**src/rtl/mem_access_sequencer_pkg.sv**
```systemverilog
// Shared types and constants for the instruction/data memory sequencer.
package mem_access_sequencer_pkg;

   localparam int MEM_SEQ_TIMEOUT = 1024;

   typedef enum logic [3:0] {
      ST_IDLE,
      ST_IF_REQ,
      ST_IF_WAIT,
      ST_DEC,
      ST_DR_REQ,
      ST_DR_WAIT,
      ST_DW_REQ,
      ST_DW_WAIT,
      ST_COMMIT,
      ST_HALT
   } mem_seq_state_t;

   // The 64-bit fetch line carries two instructions; pc[2] picks the half.
   function automatic logic [31:0] inst_select(input logic [63:0] line, input logic hi);
      return hi ? line[63:32] : line[31:0];
   endfunction

endpackage

```
**src/rtl/mem_ift.sv**
```systemverilog
// Valid/ready memory port: read request/reply and write request/reply channels.
interface Mem_ift #(
   parameter int ADDR_W = 64,
   parameter int DATA_W = 64
);
   logic              r_request_valid;
   logic              r_request_ready;
   logic [ADDR_W-1:0] r_request_addr;
   logic              r_reply_valid;
   logic              r_reply_ready;
   logic [DATA_W-1:0] r_reply_data;
   logic              w_request_valid;
   logic              w_request_ready;
   logic [ADDR_W-1:0] w_request_addr;
   logic [DATA_W-1:0] w_request_data;
   logic [DATA_W-1:0] w_request_mask;
   logic              w_reply_valid;
   logic              w_reply_ready;

   modport Master (
      output r_request_valid, r_request_addr, r_reply_ready,
      output w_request_valid, w_request_addr, w_request_data, w_request_mask, w_reply_ready,
      input  r_request_ready, r_reply_valid, r_reply_data,
      input  w_request_ready, w_reply_valid
   );

   modport Slave (
      input  r_request_valid, r_request_addr, r_reply_ready,
      input  w_request_valid, w_request_addr, w_request_data, w_request_mask, w_reply_ready,
      output r_request_ready, r_reply_valid, r_reply_data,
      output w_request_ready, w_reply_valid
   );
endinterface

```
**src/rtl/mem_access_sequencer_phase_timer.sv**
```systemverilog
// Per-phase wait timer: down-counter reloaded on every state change, expired at terminal count.
module phase_timer #(
   parameter int TIMEOUT = 1024
) (
   input  logic clk,
   input  logic rstn,
   input  logic clr,
   output logic expired
);
   localparam int               CNT_W = (TIMEOUT > 2) ? $clog2(TIMEOUT) : 1;
   localparam logic [CNT_W-1:0] LOAD  = CNT_W'(TIMEOUT - 1);

   logic [CNT_W-1:0] cnt_q, cnt_d;

   // Reload value covers the first cycle of the new phase, so zero marks its TIMEOUT-th cycle.
   always_comb begin
      cnt_d = cnt_q;
      if (clr) begin
         cnt_d = LOAD;
      end else if (cnt_q != '0) begin
         cnt_d = cnt_q - 1'b1;
      end
   end

   always_ff @(posedge clk or negedge rstn) begin
      if (!rstn) begin
         cnt_q <= LOAD;
      end else begin
         cnt_q <= cnt_d;
      end
   end

   assign expired = (cnt_q == '0);

endmodule

```
**src/rtl/mem_access_sequencer.sv**
```systemverilog
// Multi-cycle fetch / decode-hold / optional load-or-store sequencer in front of imem and dmem.
//
//  state    | meaning
//  IDLE     | first cycle out of reset
//  IF_REQ   | imem read request outstanding
//  IF_WAIT  | waiting for imem read reply
//  DEC      | instruction held for decode, operands latched
//  DR_REQ   | dmem read request outstanding
//  DR_WAIT  | waiting for dmem read reply
//  DW_REQ   | dmem write request outstanding
//  DW_WAIT  | waiting for dmem write reply
//  COMMIT   | stall released, instruction retires
//  HALT     | phase timed out, parked until reset
module mem_access_sequencer
   import mem_access_sequencer_pkg::*;
#(
   parameter int ADDR_W  = 64,
   parameter int DATA_W  = 64,
   parameter int TIMEOUT = MEM_SEQ_TIMEOUT
) (
   input  logic              clk,
   input  logic              rstn,
   input  logic [ADDR_W-1:0] pc,
   input  logic              re_mem,
   input  logic              we_mem,
   input  logic [ADDR_W-1:0] mem_addr,
   input  logic [DATA_W-1:0] mem_wdata,
   input  logic [DATA_W-1:0] mem_wmask,
   output logic [31:0]       inst,
   output logic [DATA_W-1:0] rdata,
   output logic              stall,
   output logic              commit,
   output logic              timeout_err,
   Mem_ift.Master            imem_ift,
   Mem_ift.Master            dmem_ift
);

   mem_seq_state_t    state_q, state_d;
   logic [ADDR_W-1:0] pc_q, pc_d;
   logic [DATA_W-1:0] line_q, line_d;
   logic [DATA_W-1:0] rdata_q, rdata_d;
   logic [ADDR_W-1:0] addr_q, addr_d;
   logic [DATA_W-1:0] wdata_q, wdata_d;
   logic [DATA_W-1:0] wmask_q, wmask_d;
   logic              timeout_err_q, timeout_err_d;
   logic              stall_q, stall_d;
   logic              commit_q, commit_d;
   logic              ireq_valid_q, ireq_valid_d;
   logic              irep_ready_q, irep_ready_d;
   logic              drreq_valid_q, drreq_valid_d;
   logic              drrep_ready_q, drrep_ready_d;
   logic              dwreq_valid_q, dwreq_valid_d;
   logic              dwrep_ready_q, dwrep_ready_d;
   logic              tmr_expired;
   logic              unused_ok;

   phase_timer #(.TIMEOUT(TIMEOUT)) u_phase_timer (
      .clk     (clk),
      .rstn    (rstn),
      .clr     (state_d != state_q),
      .expired (tmr_expired)
   );

   always_comb begin
      state_d       = state_q;
      pc_d          = pc_q;
      line_d        = line_q;
      rdata_d       = rdata_q;
      addr_d        = addr_q;
      wdata_d       = wdata_q;
      wmask_d       = wmask_q;
      unique case (state_q)
         ST_IDLE:    state_d = ST_IF_REQ;
         ST_IF_REQ: begin
            if (imem_ift.r_request_ready) state_d = ST_IF_WAIT;
            else if (tmr_expired)         state_d = ST_HALT;
         end
         ST_IF_WAIT: begin
            if (imem_ift.r_reply_valid) begin
               line_d  = imem_ift.r_reply_data;
               state_d = ST_DEC;
            end else if (tmr_expired) begin
               state_d = ST_HALT;
            end
         end
         ST_DEC: begin
            addr_d  = mem_addr;
            wdata_d = mem_wdata;
            wmask_d = mem_wmask;
            if (re_mem)      state_d = ST_DR_REQ;
            else if (we_mem) state_d = ST_DW_REQ;
            else             state_d = ST_COMMIT;
         end
         ST_DR_REQ: begin
            if (dmem_ift.r_request_ready) state_d = ST_DR_WAIT;
            else if (tmr_expired)         state_d = ST_HALT;
         end
         ST_DR_WAIT: begin
            if (dmem_ift.r_reply_valid) begin
               rdata_d = dmem_ift.r_reply_data;
               state_d = ST_COMMIT;
            end else if (tmr_expired) begin
               state_d = ST_HALT;
            end
         end
         ST_DW_REQ: begin
            if (dmem_ift.w_request_ready) state_d = ST_DW_WAIT;
            else if (tmr_expired)         state_d = ST_HALT;
         end
         ST_DW_WAIT: begin
            if (dmem_ift.w_reply_valid) state_d = ST_COMMIT;
            else if (tmr_expired)       state_d = ST_HALT;
         end
         ST_COMMIT:  state_d = ST_IF_REQ;
         ST_HALT:    state_d = ST_HALT;
         default:    state_d = ST_HALT;
      endcase

      if ((state_d == ST_IF_REQ) && (state_q != ST_IF_REQ)) pc_d = pc;

      // Outputs are decoded from the next state so they leave the flops glitch-free.
      timeout_err_d = timeout_err_q | (state_d == ST_HALT);
      stall_d       = (state_d != ST_COMMIT);
      commit_d      = (state_d == ST_COMMIT);
      ireq_valid_d  = (state_d == ST_IF_REQ);
      irep_ready_d  = (state_d == ST_IF_WAIT);
      drreq_valid_d = (state_d == ST_DR_REQ);
      drrep_ready_d = (state_d == ST_DR_WAIT);
      dwreq_valid_d = (state_d == ST_DW_REQ);
      dwrep_ready_d = (state_d == ST_DW_WAIT);
   end

   always_ff @(posedge clk or negedge rstn) begin
      if (!rstn) begin
         state_q       <= ST_IDLE;
         pc_q          <= '0;
         line_q        <= '0;
         rdata_q       <= '0;
         addr_q        <= '0;
         wdata_q       <= '0;
         wmask_q       <= '0;
         timeout_err_q <= 1'b0;
         stall_q       <= 1'b1;
         commit_q      <= 1'b0;
         ireq_valid_q  <= 1'b0;
         irep_ready_q  <= 1'b0;
         drreq_valid_q <= 1'b0;
         drrep_ready_q <= 1'b0;
         dwreq_valid_q <= 1'b0;
         dwrep_ready_q <= 1'b0;
      end else begin
         state_q       <= state_d;
         pc_q          <= pc_d;
         line_q        <= line_d;
         rdata_q       <= rdata_d;
         addr_q        <= addr_d;
         wdata_q       <= wdata_d;
         wmask_q       <= wmask_d;
         timeout_err_q <= timeout_err_d;
         stall_q       <= stall_d;
         commit_q      <= commit_d;
         ireq_valid_q  <= ireq_valid_d;
         irep_ready_q  <= irep_ready_d;
         drreq_valid_q <= drreq_valid_d;
         drrep_ready_q <= drrep_ready_d;
         dwreq_valid_q <= dwreq_valid_d;
         dwrep_ready_q <= dwrep_ready_d;
      end
   end

   // A decoded load+store is a Core bug; the read path wins in hardware.
   dec_rw_exclusive: assert property (@(posedge clk) disable iff (!rstn)
      (state_q == ST_DEC) |-> !(re_mem && we_mem));

   assign inst        = inst_select(line_q, pc_q[2]);
   assign rdata       = rdata_q;
   assign stall       = stall_q;
   assign commit      = commit_q;
   assign timeout_err = timeout_err_q;

   assign imem_ift.r_request_valid = ireq_valid_q;
   assign imem_ift.r_request_addr  = {pc_q[ADDR_W-1:3], 3'b000};
   assign imem_ift.r_reply_ready   = irep_ready_q;
   assign imem_ift.w_request_valid = 1'b0;
   assign imem_ift.w_request_addr  = '0;
   assign imem_ift.w_request_data  = '0;
   assign imem_ift.w_request_mask  = '0;
   assign imem_ift.w_reply_ready   = 1'b0;

   assign dmem_ift.r_request_valid = drreq_valid_q;
   assign dmem_ift.r_request_addr  = addr_q;
   assign dmem_ift.r_reply_ready   = drrep_ready_q;
   assign dmem_ift.w_request_valid = dwreq_valid_q;
   assign dmem_ift.w_request_addr  = addr_q;
   assign dmem_ift.w_request_data  = wdata_q;
   assign dmem_ift.w_request_mask  = wmask_q;
   assign dmem_ift.w_reply_ready   = dwrep_ready_q;

   assign unused_ok = ^{pc_q[1:0], imem_ift.w_request_ready, imem_ift.w_reply_valid};

endmodule

```
**src/flat_wrapper.sv**
```systemverilog
// flat-port wrapper written by rule: the top's interface ports become plain ports
module mem_access_sequencer_flat import mem_access_sequencer_pkg::*;
#(
   parameter int ADDR_W  = 64,
   parameter int DATA_W  = 64,
   parameter int TIMEOUT = MEM_SEQ_TIMEOUT
)
  (clk, rstn, pc, re_mem, we_mem, mem_addr, mem_wdata, mem_wmask, inst, rdata, stall, commit, timeout_err, imem_ift_r_request_valid, imem_ift_r_request_addr, imem_ift_r_reply_ready, imem_ift_w_request_valid, imem_ift_w_request_addr, imem_ift_w_request_data, imem_ift_w_request_mask, imem_ift_w_reply_ready, imem_ift_r_request_ready, imem_ift_r_reply_valid, imem_ift_r_reply_data, imem_ift_w_request_ready, imem_ift_w_reply_valid, dmem_ift_r_request_valid, dmem_ift_r_request_addr, dmem_ift_r_reply_ready, dmem_ift_w_request_valid, dmem_ift_w_request_addr, dmem_ift_w_request_data, dmem_ift_w_request_mask, dmem_ift_w_reply_ready, dmem_ift_r_request_ready, dmem_ift_r_reply_valid, dmem_ift_r_reply_data, dmem_ift_w_request_ready, dmem_ift_w_reply_valid);
  Mem_ift #(.ADDR_W(ADDR_W), .DATA_W(DATA_W)) imem_ift_i ();
  Mem_ift #(.ADDR_W(ADDR_W), .DATA_W(DATA_W)) dmem_ift_i ();
  input  logic clk;
  input  logic rstn;
  input  logic [ADDR_W-1:0] pc;
  input  logic re_mem;
  input  logic we_mem;
  input  logic [ADDR_W-1:0] mem_addr;
  input  logic [DATA_W-1:0] mem_wdata;
  input  logic [DATA_W-1:0] mem_wmask;
  output logic [31:0] inst;
  output logic [DATA_W-1:0] rdata;
  output logic stall;
  output logic commit;
  output logic timeout_err;
  output wire logic [$bits(imem_ift_i.r_request_valid)-1:0] imem_ift_r_request_valid;
  output wire logic [$bits(imem_ift_i.r_request_addr)-1:0] imem_ift_r_request_addr;
  output wire logic [$bits(imem_ift_i.r_reply_ready)-1:0] imem_ift_r_reply_ready;
  output wire logic [$bits(imem_ift_i.w_request_valid)-1:0] imem_ift_w_request_valid;
  output wire logic [$bits(imem_ift_i.w_request_addr)-1:0] imem_ift_w_request_addr;
  output wire logic [$bits(imem_ift_i.w_request_data)-1:0] imem_ift_w_request_data;
  output wire logic [$bits(imem_ift_i.w_request_mask)-1:0] imem_ift_w_request_mask;
  output wire logic [$bits(imem_ift_i.w_reply_ready)-1:0] imem_ift_w_reply_ready;
  input wire logic [$bits(imem_ift_i.r_request_ready)-1:0] imem_ift_r_request_ready;
  input wire logic [$bits(imem_ift_i.r_reply_valid)-1:0] imem_ift_r_reply_valid;
  input wire logic [$bits(imem_ift_i.r_reply_data)-1:0] imem_ift_r_reply_data;
  input wire logic [$bits(imem_ift_i.w_request_ready)-1:0] imem_ift_w_request_ready;
  input wire logic [$bits(imem_ift_i.w_reply_valid)-1:0] imem_ift_w_reply_valid;
  output wire logic [$bits(dmem_ift_i.r_request_valid)-1:0] dmem_ift_r_request_valid;
  output wire logic [$bits(dmem_ift_i.r_request_addr)-1:0] dmem_ift_r_request_addr;
  output wire logic [$bits(dmem_ift_i.r_reply_ready)-1:0] dmem_ift_r_reply_ready;
  output wire logic [$bits(dmem_ift_i.w_request_valid)-1:0] dmem_ift_w_request_valid;
  output wire logic [$bits(dmem_ift_i.w_request_addr)-1:0] dmem_ift_w_request_addr;
  output wire logic [$bits(dmem_ift_i.w_request_data)-1:0] dmem_ift_w_request_data;
  output wire logic [$bits(dmem_ift_i.w_request_mask)-1:0] dmem_ift_w_request_mask;
  output wire logic [$bits(dmem_ift_i.w_reply_ready)-1:0] dmem_ift_w_reply_ready;
  input wire logic [$bits(dmem_ift_i.r_request_ready)-1:0] dmem_ift_r_request_ready;
  input wire logic [$bits(dmem_ift_i.r_reply_valid)-1:0] dmem_ift_r_reply_valid;
  input wire logic [$bits(dmem_ift_i.r_reply_data)-1:0] dmem_ift_r_reply_data;
  input wire logic [$bits(dmem_ift_i.w_request_ready)-1:0] dmem_ift_w_request_ready;
  input wire logic [$bits(dmem_ift_i.w_reply_valid)-1:0] dmem_ift_w_reply_valid;
  assign imem_ift_r_request_valid = imem_ift_i.r_request_valid;
  assign imem_ift_r_request_addr = imem_ift_i.r_request_addr;
  assign imem_ift_r_reply_ready = imem_ift_i.r_reply_ready;
  assign imem_ift_w_request_valid = imem_ift_i.w_request_valid;
  assign imem_ift_w_request_addr = imem_ift_i.w_request_addr;
  assign imem_ift_w_request_data = imem_ift_i.w_request_data;
  assign imem_ift_w_request_mask = imem_ift_i.w_request_mask;
  assign imem_ift_w_reply_ready = imem_ift_i.w_reply_ready;
  assign imem_ift_i.r_request_ready = imem_ift_r_request_ready;
  assign imem_ift_i.r_reply_valid = imem_ift_r_reply_valid;
  assign imem_ift_i.r_reply_data = imem_ift_r_reply_data;
  assign imem_ift_i.w_request_ready = imem_ift_w_request_ready;
  assign imem_ift_i.w_reply_valid = imem_ift_w_reply_valid;
  assign dmem_ift_r_request_valid = dmem_ift_i.r_request_valid;
  assign dmem_ift_r_request_addr = dmem_ift_i.r_request_addr;
  assign dmem_ift_r_reply_ready = dmem_ift_i.r_reply_ready;
  assign dmem_ift_w_request_valid = dmem_ift_i.w_request_valid;
  assign dmem_ift_w_request_addr = dmem_ift_i.w_request_addr;
  assign dmem_ift_w_request_data = dmem_ift_i.w_request_data;
  assign dmem_ift_w_request_mask = dmem_ift_i.w_request_mask;
  assign dmem_ift_w_reply_ready = dmem_ift_i.w_reply_ready;
  assign dmem_ift_i.r_request_ready = dmem_ift_r_request_ready;
  assign dmem_ift_i.r_reply_valid = dmem_ift_r_reply_valid;
  assign dmem_ift_i.r_reply_data = dmem_ift_r_reply_data;
  assign dmem_ift_i.w_request_ready = dmem_ift_w_request_ready;
  assign dmem_ift_i.w_reply_valid = dmem_ift_w_reply_valid;
  mem_access_sequencer #(.ADDR_W(ADDR_W), .DATA_W(DATA_W), .TIMEOUT(TIMEOUT)) u_core (.clk(clk), .rstn(rstn), .pc(pc), .re_mem(re_mem), .we_mem(we_mem), .mem_addr(mem_addr), .mem_wdata(mem_wdata), .mem_wmask(mem_wmask), .inst(inst), .rdata(rdata), .stall(stall), .commit(commit), .timeout_err(timeout_err), .imem_ift(imem_ift_i), .dmem_ift(dmem_ift_i));
endmodule
```
**config.mk**
```make
export PLATFORM = sky130hd
export DESIGN_NAME = mem_access_sequencer_flat
export DESIGN_NICKNAME = d
export VERILOG_FILES = /design/src/rtl/mem_access_sequencer_pkg.sv /design/src/rtl/mem_ift.sv /design/src/rtl/mem_access_sequencer_phase_timer.sv /design/src/rtl/mem_access_sequencer.sv /design/src/flat_wrapper.sv
export SDC_FILE = /design/constraint.sdc
export NUM_CORES = 1
export LEC_CHECK = 0
export ABC_AREA = 1
export CORE_AREA = 4 4 389 391
export CTS_BUF_LIST = sky130_fd_sc_hd__clkbuf_16
export CTS_CLUSTER_DIAMETER = 80
export DETAILED_ROUTE_END_ITERATION = 10
export DIE_AREA = 0 0 393 395
export PLACE_DENSITY = 0.4
export SLEW_MARGIN = 10
export SYNTH_ARGS = -nofsm -noshare
export SYNTH_HDL_FRONTEND = slang
export SYNTH_SLANG_ARGS = --single-unit
```
**constraint.sdc**
```tcl
create_clock -name clk -period 2.15 [get_ports clk]
set_clock_uncertainty 0.15 [all_clocks]
set_input_delay 0.3225 -clock clk [delete_from_list [all_inputs] [get_ports clk]]
set_output_delay 0.3225 -clock clk [all_outputs]
set_load 0.1 [all_outputs]
```
==> run_results.csv, run 1 <==
group,metric,value,unit
yosys,postSynth.asyncResetShare,100,%
placed_design,dp_cells,4692,
yosys,syn-cell-area,0.0184,sq mm
clocking,cts_root_buf,"sky130_fd_sc_hd__clkbuf_16",
floorplan,ios,1015,
yosys,synthesis.instances,2069,
setup_path,critPathKind,"register to output port",
timing,timing.max_slew.rel_slack,49.4,%
global_routing,grt_pass1_wl,121000,um
route,drt-wirelength-per-cell,18.1,um
yosys,synthesized_flop_and_latch_total,405,
finish,nNetsFinal,3278,
placed_design,io_buffer_count,813,
placed_design,hpwlAfterDp,69500,um
job,maxCapViolations,0,
yosys,synth.top_cells.by_area,"sky130_fd_sc_hd__dfrtp_1, sky130_fd_sc_hd__nand2_1, sky130_fd_sc_hd__buf_4",
timing,grt_setup_unrepaired,"true",
yosys,yosys_most_used_dff,"sky130_fd_sc_hd__dfrtp_1",
clocking,clock_network_latency_to_the_later_pin_of_the_worst_skew_pair,0.62,ns
route,vias_after_detailed_routing,15400,
route,postRouteAntennaNets,0,
yosys,synth_largest_type_area_fraction,53.5,%
clocking,cts_inserted_buffers,56,
floorplan,fp-row-count,141,
setup_path,endpoint_kind,"output port",
global_routing,global_route.overflow_total,0,
route,drt_first_pass_iters,4,
finish,final_common_cell,"sky130_fd_sc_hd__nand2_1",
yosys,yosys.area.top_type,"sky130_fd_sc_hd__dfrtp_1",
timing,timing.final.hold_violations,0,
floorplan,die_y,395,um
finish,final_cells,4863,
route,vias_per_cell,3.17,
clocking,cts_tree,"done",
global_routing,via_count_of_the_first_global_routing_pass,15800,
floorplan,die_w,393,um
outcome,run_status,"finished, violations left",
yosys,ys.warnings.count,0,
setup_path,worst_setup_path_start_kind,"register",
clocking,clk_path_buf_depth,3,
min_path,hold_path_class,"input pin to register",
outcome,violated_checks,"setup timing",
finish,area_growth_syn_to_layout,63.6,%
yosys,synthDistinctLibCells,33,
timing,drv_slew,0,
timing,setup-violations-final,32,
clocking,clk_transition_reported_paths,0.06,ns
global_routing,gr-usage-all-layers,10.8,%
timing,worst_margin_pin_slew,0.759,ns
timing,timing.fmax,431,MHz
yosys,edff_count_synth,0,
clocking,htree_levels,2,
timing,final_ws_setup,-0.169,ns
setup_path,timing.critical_path.fanout_max,8,
timing,timing.final.crit_share,108,%
yosys,syn-mean-instance-area,8.92,sq um
setup_path,critPathArrivalTime,1.85,ns
min_path,worst_hold_depth,3,
route,drt_drc_violations_left,0,
global_routing,grt_start_max_net_pins,75,
floorplan,die_area,0.155,sq mm
route,route.final.wire_length,87900,um
setup_path,r2r_cells,13,
floorplan,core_region_area,0.147,sq mm
clocking,numClockSinks,405,
finish,layout.cells.most_common_list,"sky130_fd_sc_hd__nand2_1, sky130_fd_sc_hd__buf_4, sky130_fd_sc_hd__dfrtp_1",
setup_path,required,1.68,ns
finish,fillerInstances,16300,
route,first_iter_violations,645,
placed_design,final_estimated_routing_congestion_in_global_placement,0.758,
global_routing,antenna_found_initial,34,
timing,tmin_final,2.32,ns
floorplan,floorplan.initialDensity,12.5,%
finish,layout-drive-gt1-share,26.7,%
yosys,synth.yosys.seq_area_share,55.0,%
[worst paths after layout]
check	start	end	slack [ns]
max in group asynchronous	rstn	u_core.state_q[1]	0.47
min in group asynchronous	rstn	u_core.pc_q[11]	0.57
worst max-delay path	u_core.pc_q[2]	inst[3]	-0.17
worst min-delay path	mem_wdata[48]	u_core.dmem_ift.w_request_data[48]	0.08
worst max register to register	u_core.u_phase_timer.cnt_q[0]	u_core.stall	0.08
worst min register to register	u_core.dmem_ift.w_request_data[53]	u_core.dmem_ift.w_request_data[53]	0.32
[logic make-up (layout without fill, tap and decap cells)]
family | after synthesis | count (layout) | share of synthesized area [%]
xor+xnor | 6 | 6 | 0.285
fa+ha+maj | 1 | 1 | 0.0678
other cells | 1 | 203 | 0.0203
compound gates | 73 | 73 | 2.00
flops | 405 | 405 | 55.0
mux | 64 | 64 | 3.97
simple gates | 1041 | 1041 | 21.9
buf+inv | 478 | 1140 | 16.7
[flip-flops by register name, indices dropped and copies added (netlist names)]
signal / cells
u_core.dmem_ift.r_request_valid: 1
u_core.timeout_err: 1
u_core.stall: 1
u_core.line_q: 64
u_core.state_q: 4
u_core.u_phase_timer.cnt_q: 10
u_core.dmem_ift.r_request_addr: 64
u_core.imem_ift.r_request_valid: 1
u_core.commit: 1
u_core.dmem_ift.w_reply_ready: 1
u_core.dmem_ift.w_request_data: 64
u_core.rdata: 64
u_core.imem_ift.r_reply_ready: 1
u_core.dmem_ift.w_request_valid: 1
u_core.dmem_ift.r_reply_ready: 1
u_core.pc_q: 62
u_core.dmem_ift.w_request_mask: 64
[critical path, stage by stage (launching register included)]
cell                      delay [ns]
sky130_fd_sc_hd__dfrtp_4        0.58
sky130_fd_sc_hd__buf_12         0.19
sky130_fd_sc_hd__buf_12         0.14
sky130_fd_sc_hd__nand2_2        0.07
sky130_fd_sc_hd__o21ai_4        0.07
sky130_fd_sc_hd__buf_12         0.16
[routing by layer]
metal	track usage, %	wire (um)	up-vias
met2	18.8	43700	577
met5	0	54	-
li1	-	-	7465
met4	2.24	1760	8
met1	12.0	33600	7226
met3	4.89	8790	126
[timing repair]
| action | 4_1_cts | 5_1_grt |
|---|---|---|
| hold endpoints to repair | 290 | 0 |
| pin swaps | 13 | 13 |
| setup buffers | 9 | 9 |
| setup endpoints to repair | 45 | 59 |
| gates cloned | 2 | 0 |
| hold buffers | 43 | 0 |
| gates resized for setup | 60 | 40 |
[metrics by stage]
stage	setup WS, ns	cell area [sq um]	hold slack (ns)	TNS [ns]	util (%)
finish	-0.169	30200	0.0764	-4.27	20.5
detailed placement	-0.144	27500	0.0988	-1.77	18.6
global placement	-0.161	27500	0.0994	-2.22	18.6
CTS	-0.270	30000	0.0000219	-7.83	20.3
floorplan	-0.448	19200	-0.123	-8.80	-
global route	-0.279	30200	0.0260	-8.00	20.5
[area by class of cell]
class                   instances  area, sq um  share of cell area, %
flip-flops and latches        405        10200                   33.6
repair buffers                962         9280                   30.8
multi-input cells            1382         6350                   21.1
well taps                    1930         2410                   8.00
clock buffers                  56         1400                   4.64
inverters                      74          285                  0.945
clock inverters                48          274                  0.908
diodes                          6         15.0                 0.0497
[synth_stat cells, types with 3 or more instances]
cell	count
sky130_fd_sc_hd__nand3_1	31
sky130_fd_sc_hd__inv_2	6
sky130_fd_sc_hd__nor2_1	17
sky130_fd_sc_hd__mux2_2	59
sky130_fd_sc_hd__buf_2	24
sky130_fd_sc_hd__xor2_1	5
sky130_fd_sc_hd__dfrtp_1	394
sky130_fd_sc_hd__dfstp_2	11
sky130_fd_sc_hd__mux2_4	3
sky130_fd_sc_hd__nor2_4	3
sky130_fd_sc_hd__nor2_2	6
sky130_fd_sc_hd__clkbuf_1	43
sky130_fd_sc_hd__buf_1	8
sky130_fd_sc_hd__a21oi_1	3
sky130_fd_sc_hd__nand4_1	4
sky130_fd_sc_hd__o21ai_0	67
sky130_fd_sc_hd__nand2_1	968
sky130_fd_sc_hd__buf_4	323
sky130_fd_sc_hd__inv_1	68
sky130_fd_sc_hd__buf_6	5
sky130_fd_sc_hd__nand2_2	5
Power of run 1 is not shown: default switching activity piles up to over one toggle a cycle in this logic, so the estimate is an artifact.
==> run 2: changes to the inputs <==
--- a/config.mk
+++ b/config.mk
@@ -11,7 +11,7 @@
 export CTS_CLUSTER_DIAMETER = 80
 export DETAILED_ROUTE_END_ITERATION = 10
 export DIE_AREA = 0 0 393 395
-export PLACE_DENSITY = 0.4
+export PLACE_DENSITY = 0.36
 export SLEW_MARGIN = 10
 export SYNTH_ARGS = -nofsm -noshare
 export SYNTH_HDL_FRONTEND = slang
==> run 2 against run 1 <==
Against the previous run:
- the flow still finishes with violations (setup timing)
- core utilization rose by 0.14 points
- first-iteration DRC count down 9.3%
- routed wire length fell by 5.6%
- register-to-register slack better by 0.02 ns
- fmax increased by 0.52%
- sequential cell count did not move
- highest routed layer unchanged
==> run_results.csv, run 2 (synthesis gave the netlist of run 1 again) <==
group,metric,value,unit
placed_design,io_buffer_count,813,
global_routing,groute.layer.met3.usage,3.40,%
clocking,numClockSinks,405,
floorplan,floorplan.initialDensity,12.5,%
setup_path,critical-path-slowest-cell,"sky130_fd_sc_hd__dfrtp_4",
timing,final.hold.worst_slack,0.0843,ns
floorplan,die_w,393,um
route,drt_drc_violations_left,0,
setup_path,endpoint_kind,"output port",
global_routing,global_route.overflow_total,0,
finish,layout.cells.most_common_list,"sky130_fd_sc_hd__nand2_1, sky130_fd_sc_hd__buf_4, sky130_fd_sc_hd__clkdlybuf4s50_1",
timing,setup-violations-final,32,
setup_path,worst_setup_path_start_kind,"register",
timing,timing.final.hold_violations,0,
global_routing,gr-usage-all-layers,10.1,%
setup_path,critical-path-top-delay-family,"buffers and inverters",
setup_path,crit_path_start,"u_core.pc_q[2]",
clocking,clk_path_buf_depth,3,
timing,timing.max_slew.rel_slack,65.8,%
global_routing,gr_util_met2,17.7,%
route,postRouteAntennaNets,0,
setup_path,critPathArrivalTime,1.83,ns
route,drt-wirelength-per-cell,17.1,um
min_path,hold_path_class,"input pin to register",
timing,drv_slew,0,
floorplan,core_region_area,0.147,sq mm
finish,area_growth_syn_to_layout,64.7,%
floorplan,die_y,395,um
outcome,violated_checks,"setup timing",
floorplan,die_area,0.155,sq mm
global_routing,via_count_of_the_first_global_routing_pass,15700,
clocking,clock_network_latency_to_the_later_pin_of_the_worst_skew_pair,0.62,ns
finish,area_of_the_multi_input_gates,0.00652,sq mm
route,vias_per_cell,3.17,
setup_path,crit_path_frequent_cell,"sky130_fd_sc_hd__buf_12",
job,maxCapViolations,0,
floorplan,fp-row-count,141,
route,route.final.wire_length,83000,um
floorplan,ios,1015,
setup_path,required,1.68,ns
timing,worst_margin_pin_slew,0.512,ns
timing,final_ws_setup,-0.157,ns
setup_path,cp_num_buf_inv,3,
placed_design,pre_cts_slack,-0.108,ns
global_routing,global_route.usage.met1,11.8,%
finish,fillerInstances,16400,
placed_design,hpwlAfterDp,63900,um
clocking,htree_levels,2,
finish,layout-drive-gt1-share,27.6,%
global_routing,grt_pass1_wl,115000,um
min_path,hold_path.startpoint,"mem_wmask[56]",
timing,timing.final.crit_share,107,%
setup_path,crit_path_max_incr_delay,0.50,ns
clocking,clk_transition_reported_paths,0.06,ns
finish,final_cells,4851,
global_routing,global_route_hottest_layer,"met2",
timing,timing.fmax,434,MHz
timing,setup-tns-final,-3.89,ns
global_routing,antenna_found_initial,22,
finish,nNetsFinal,3265,
finish,seqCellArea,0.0102,sq mm
timing,grt_setup_unrepaired,"true",
clocking,cts_tree,"done",
setup_path,path_cells,"buf_12 -> clkbuf_16 -> o21ai_4 -> buf_12",
clocking,cts_inserted_buffers,55,
route,vias_after_detailed_routing,15400,
route,first_iter_violations,585,
setup_path,critical_path.reg2reg.startpoint,"u_core.u_phase_timer.cnt_q[1]",
placed_design,final_estimated_routing_congestion_in_global_placement,0.752,
setup_path,timing.critical_path.fanout_max,5,
placed_design,dp_cells,4694,
outcome,run_status,"finished, violations left",
timing,tmin_final,2.31,ns
clocking,cts_root_buf,"sky130_fd_sc_hd__clkbuf_16",
setup_path,critPathKind,"register to output port",
route,drt_first_pass_iters,5,
global_routing,grt_start_max_net_pins,82,
finish,final_common_cell,"sky130_fd_sc_hd__nand2_1",
==> run 2: metal layers <==
metal / up-vias / routed length (um)
met5: - / 117
met4: 18 / 1940
met3: 107 / 6360
met1: 7328 / 32800
li1: 7431 / -
met2: 507 / 41700
==> run 2: cell type report <==
class	count	area share, %
sequential	405	33.4
timing repair buffer	950	30.4
multi-input combinational	1382	21.5
tap	1930	7.95
clock buffer	56	4.61
clock inverter	47	1.13
inverter	74	0.939
antenna	7	0.0577
==> run 2: final timing paths <==
check / endpoint / slack (ns) / cells after the start
max reg2reg: u_core.u_phase_timer.cnt_q[6] / 0.10 / 13
min in group asynchronous: u_core.dmem_ift.w_request_data[3] / 0.09 / 2
max in group asynchronous: u_core.rdata[16] / 0.93 / 3
min: u_core.dmem_ift.w_request_mask[56] / 0.08 / 3
max: inst[5] / -0.16 / 4
min reg2reg: u_core.dmem_ift.w_request_data[37] / 0.32 / 2
==> run 2: worst register-to-register path, cell delays in order, from the launching register on <==
cell and delay (ns):
sky130_fd_sc_hd__dfstp_2 0.53, sky130_fd_sc_hd__inv_2 0.04, sky130_fd_sc_hd__ha_4 0.16, sky130_fd_sc_hd__nand2_4 0.07, sky130_fd_sc_hd__nor2_4 0.05, sky130_fd_sc_hd__nand3_4 0.13, sky130_fd_sc_hd__nand2_4 0.09, sky130_fd_sc_hd__nand3_2 0.07
sky130_fd_sc_hd__nand2_2 0.06, sky130_fd_sc_hd__nor2_4 0.13, sky130_fd_sc_hd__nand3_2 0.10, sky130_fd_sc_hd__nor2_4 0.18, sky130_fd_sc_hd__clkbuf_16 0.18, sky130_fd_sc_hd__nand3_2 0.05
==> run 2: per-stage QoR <==
| step | instance area [sq um] | utilization, % |
|---|---|---|
| 2_1_floorplan | 19200 | - |
| 4_1_cts | 29800 | 20.2 |
| 6_report | 30400 | 20.6 |
| 3_3_place_gp | 27400 | 18.6 |
| 3_5_place_dp | 27400 | 18.6 |
| 5_1_grt | 30400 | 20.6 |
==> run 2: timing repair <==
action	in CTS	in global routing
endpoints found under the hold margin	404	0
resized for setup	49	92
pin swaps	8	47
endpoints found under the setup margin	50	71
buffers inserted	5	5
hold buffers	29	0
cloned	3	5
Power of run 2 is left out for the same reason.
==> run 3: changes to the inputs <==
--- a/config.mk
+++ b/config.mk
@@ -6,12 +6,12 @@
 export NUM_CORES = 1
 export LEC_CHECK = 0
 export ABC_AREA = 1
-export CORE_AREA = 4 4 389 391
+export CORE_AREA = 4 4 397 399
 export CTS_BUF_LIST = sky130_fd_sc_hd__clkbuf_16
 export CTS_CLUSTER_DIAMETER = 80
 export DETAILED_ROUTE_END_ITERATION = 10
-export DIE_AREA = 0 0 393 395
-export PLACE_DENSITY = 0.36
+export DIE_AREA = 0 0 401 403
+export PLACE_DENSITY = 0.35
 export SLEW_MARGIN = 10
 export SYNTH_ARGS = -nofsm -noshare
 export SYNTH_HDL_FRONTEND = slang
==> run 3 against run 2 <==
Against the previous run:
- the flow still finishes with violations (setup timing)
- global-route usage down 0.74 points
- design area decreased by 0.86%
- sequential share of layout area is 0.27 points higher
- core utilization shrank 1.0 points
- setup slack better by 0.026 ns
- first-iteration DRC count down 15%
- routed wire length fell by 3.6%
- die area grew 4.1%
- hold slack got worse by 0.032 ns
==> run_results.csv, run 3 (synthesis gave the netlist of run 1 again) <==
group,metric,value,unit
outcome,violated_checks,"setup timing",
route,first_iter_violations,495,
finish,final_common_cell,"sky130_fd_sc_hd__nand2_1",
timing,final_ws_setup,-0.131,ns
floorplan,floorplan.initialDensity,12.0,%
floorplan,die_w,401,um
floorplan,die_area,0.162,sq mm
setup_path,path_cells,"buf_4 -> o21ai_2 -> buf_12",
route,drt-wirelength-per-cell,16.1,um
placed_design,io_buffer_count,813,
clocking,htree_levels,2,
timing,timing.fmax,438,MHz
min_path,hold_path_class,"input pin to asynchronous set/reset pin",
clocking,clk_transition_reported_paths,0.05,ns
route,drt_first_pass_iters,4,
setup_path,required,1.68,ns
clocking,cts_inserted_buffers,58,
clocking,cts_root_buf,"sky130_fd_sc_hd__clkbuf_16",
floorplan,core_region_area,0.154,sq mm
clocking,clock_network_latency_to_the_later_pin_of_the_worst_skew_pair,0.61,ns
finish,layout.cells.most_common_list,"sky130_fd_sc_hd__nand2_1, sky130_fd_sc_hd__buf_4, sky130_fd_sc_hd__dfrtp_1",
floorplan,ios,1015,
floorplan,fp-row-count,144,
clocking,clk_path_buf_depth,3,
global_routing,grt_start_max_net_pins,71,
timing,drv_slew,0,
timing,tmin_final,2.28,ns
floorplan,die_y,403,um
timing,setup-violations-final,32,
setup_path,critPathKind,"register to output port",
setup_path,cp_num_buf_inv,2,
finish,fillerInstances,17200,
timing,timing.final.crit_share,106,%
timing,timing.max_slew.rel_slack,62.1,%
setup_path,critical-path-slowest-cell,"sky130_fd_sc_hd__dfrtp_4",
global_routing,global_route.overflow_total,0,
timing,setup-tns-final,-3.13,ns
route,drt_drc_violations_left,0,
setup_path,worst_setup_path_start_kind,"register",
route,postRouteAntennaNets,0,
setup_path,endpoint_kind,"output port",
route,vias_per_cell,3.07,
setup_path,critical-path-top-delay-family,"flip-flops",
route,vias_after_detailed_routing,15200,
setup_path,timing.critical_path.fanout_max,9,
global_routing,antenna_found_initial,16,
timing,worst_margin_pin_slew,0.569,ns
global_routing,via_count_of_the_first_global_routing_pass,15700,
finish,nNetsFinal,3258,
finish,layout-drive-gt1-share,26.4,%
timing,timing.final.hold_violations,0,
placed_design,hpwlAfterDp,62500,um
finish,area_growth_syn_to_layout,63.3,%
clocking,numClockSinks,405,
route,route.final.wire_length,80000,um
timing,grt_setup_unrepaired,"true",
global_routing,grt_pass1_wl,112000,um
global_routing,gr-usage-all-layers,9.37,%
setup_path,critPathArrivalTime,1.81,ns
setup_path,crit_path_max_incr_delay,0.56,ns
clocking,cts_tree,"done",
outcome,run_status,"finished, violations left",
job,maxCapViolations,0,
placed_design,final_estimated_routing_congestion_in_global_placement,0.751,
==> run 3: changes by cell type in the layout (fill, tap and decap cells not counted), sizes merged <==
cell | previous run | this run
inv | 83 | 95
clkbuf | 61 | 62
dlygate4sd3 | 29 | 33
clkinv | 33 | 17
clkinvlp | 1 | 2
bufinv | 4 | 2
buf | 526 | 515
diode | 7 | 9
nor2 | 26 | 27
==> run 3: area by class of cell <==
| class | count | area (sq um) | share of cell area (%) |
|---|---|---|---|
| timing repair buffer | 939 | 8950 | 29.7 |
| inverter | 74 | 283 | 0.939 |
| antenna | 9 | 22.5 | 0.0748 |
| tap | 2044 | 2560 | 8.49 |
| clock inverter | 42 | 250 | 0.831 |
| sequential | 405 | 10200 | 33.7 |
| multi-input combinational | 1383 | 6380 | 21.2 |
| clock buffer | 61 | 1530 | 5.07 |
==> run 3: timing repair <==
action                                  4_1_cts  5_1_grt
gates resized for setup                      63       37
setup buffers                                 3        2
hold endpoints to repair                    254        0
endpoints found under the setup margin       44       47
hold buffers                                 33        0
pin swaps                                    12       21
gates cloned                                  2        0
==> run 3: worst paths after layout <==
path / start / cells after the start / slack (ns) / endpoint
worst max-delay path: u_core.pc_q[2] / 3 / -0.13 / inst[29]
worst min-delay path: rstn / 2 / 0.05 / u_core.line_q[58]
worst max register to register: u_core.u_phase_timer.cnt_q[0] / 15 / 0.05 / u_core.u_phase_timer.cnt_q[9]
worst min register to register: u_core.dmem_ift.w_request_data[4] / 2 / 0.32 / u_core.dmem_ift.w_request_data[4]
max in group asynchronous: rstn / 3 / 1.02 / u_core.stall
min in group clk: mem_addr[20] / 3 / 0.07 / u_core.dmem_ift.r_request_addr[20]
==> run 3: metal layers <==
metal | vias up | part of all wire (%) | global-route usage (%)
li1 | 7427 | - | -
met1 | 7167 | 39 | 10.7
met2 | 510 | 51 | 16.6
met3 | 92 | 7.4 | 3.09
met4 | 8 | 2.3 | 2.71
met5 | - | 0.053 | 0
==> run 3: worst register-to-register path, stage by stage (launching register included) <==
cell,delay (ns)
sky130_fd_sc_hd__dfstp_2,0.52
sky130_fd_sc_hd__inv_2,0.05
sky130_fd_sc_hd__ha_4,0.16
sky130_fd_sc_hd__nand2_4,0.06
sky130_fd_sc_hd__nor2_4,0.04
sky130_fd_sc_hd__nand3_4,0.11
sky130_fd_sc_hd__buf_12,0.12
sky130_fd_sc_hd__buf_8,0.11
sky130_fd_sc_hd__nand2_2,0.05
sky130_fd_sc_hd__nand3_2,0.05
sky130_fd_sc_hd__nand2_2,0.05
sky130_fd_sc_hd__nand3_2,0.06
sky130_fd_sc_hd__nand2_2,0.06
sky130_fd_sc_hd__nor2_4,0.18
sky130_fd_sc_hd__clkbuf_16,0.18
sky130_fd_sc_hd__nand3_2,0.06
==> run 3: per-stage QoR <==
stage               std cells  util (%)  setup WS, ns  area, sq um  hold slack [ns]
floorplan                2265         -        -0.448        19200           -0.123
global placement         4805      17.9        -0.229        27500            0.105
detailed placement       4805      17.9        -0.227        27500            0.101
CTS                      4946      19.5        -0.231        29900         0.000133
global route             4948      19.6        -0.243        30100           0.0232
finish                   4957      19.6        -0.131        30100           0.0524
Power of run 3 is left out for the same reason.
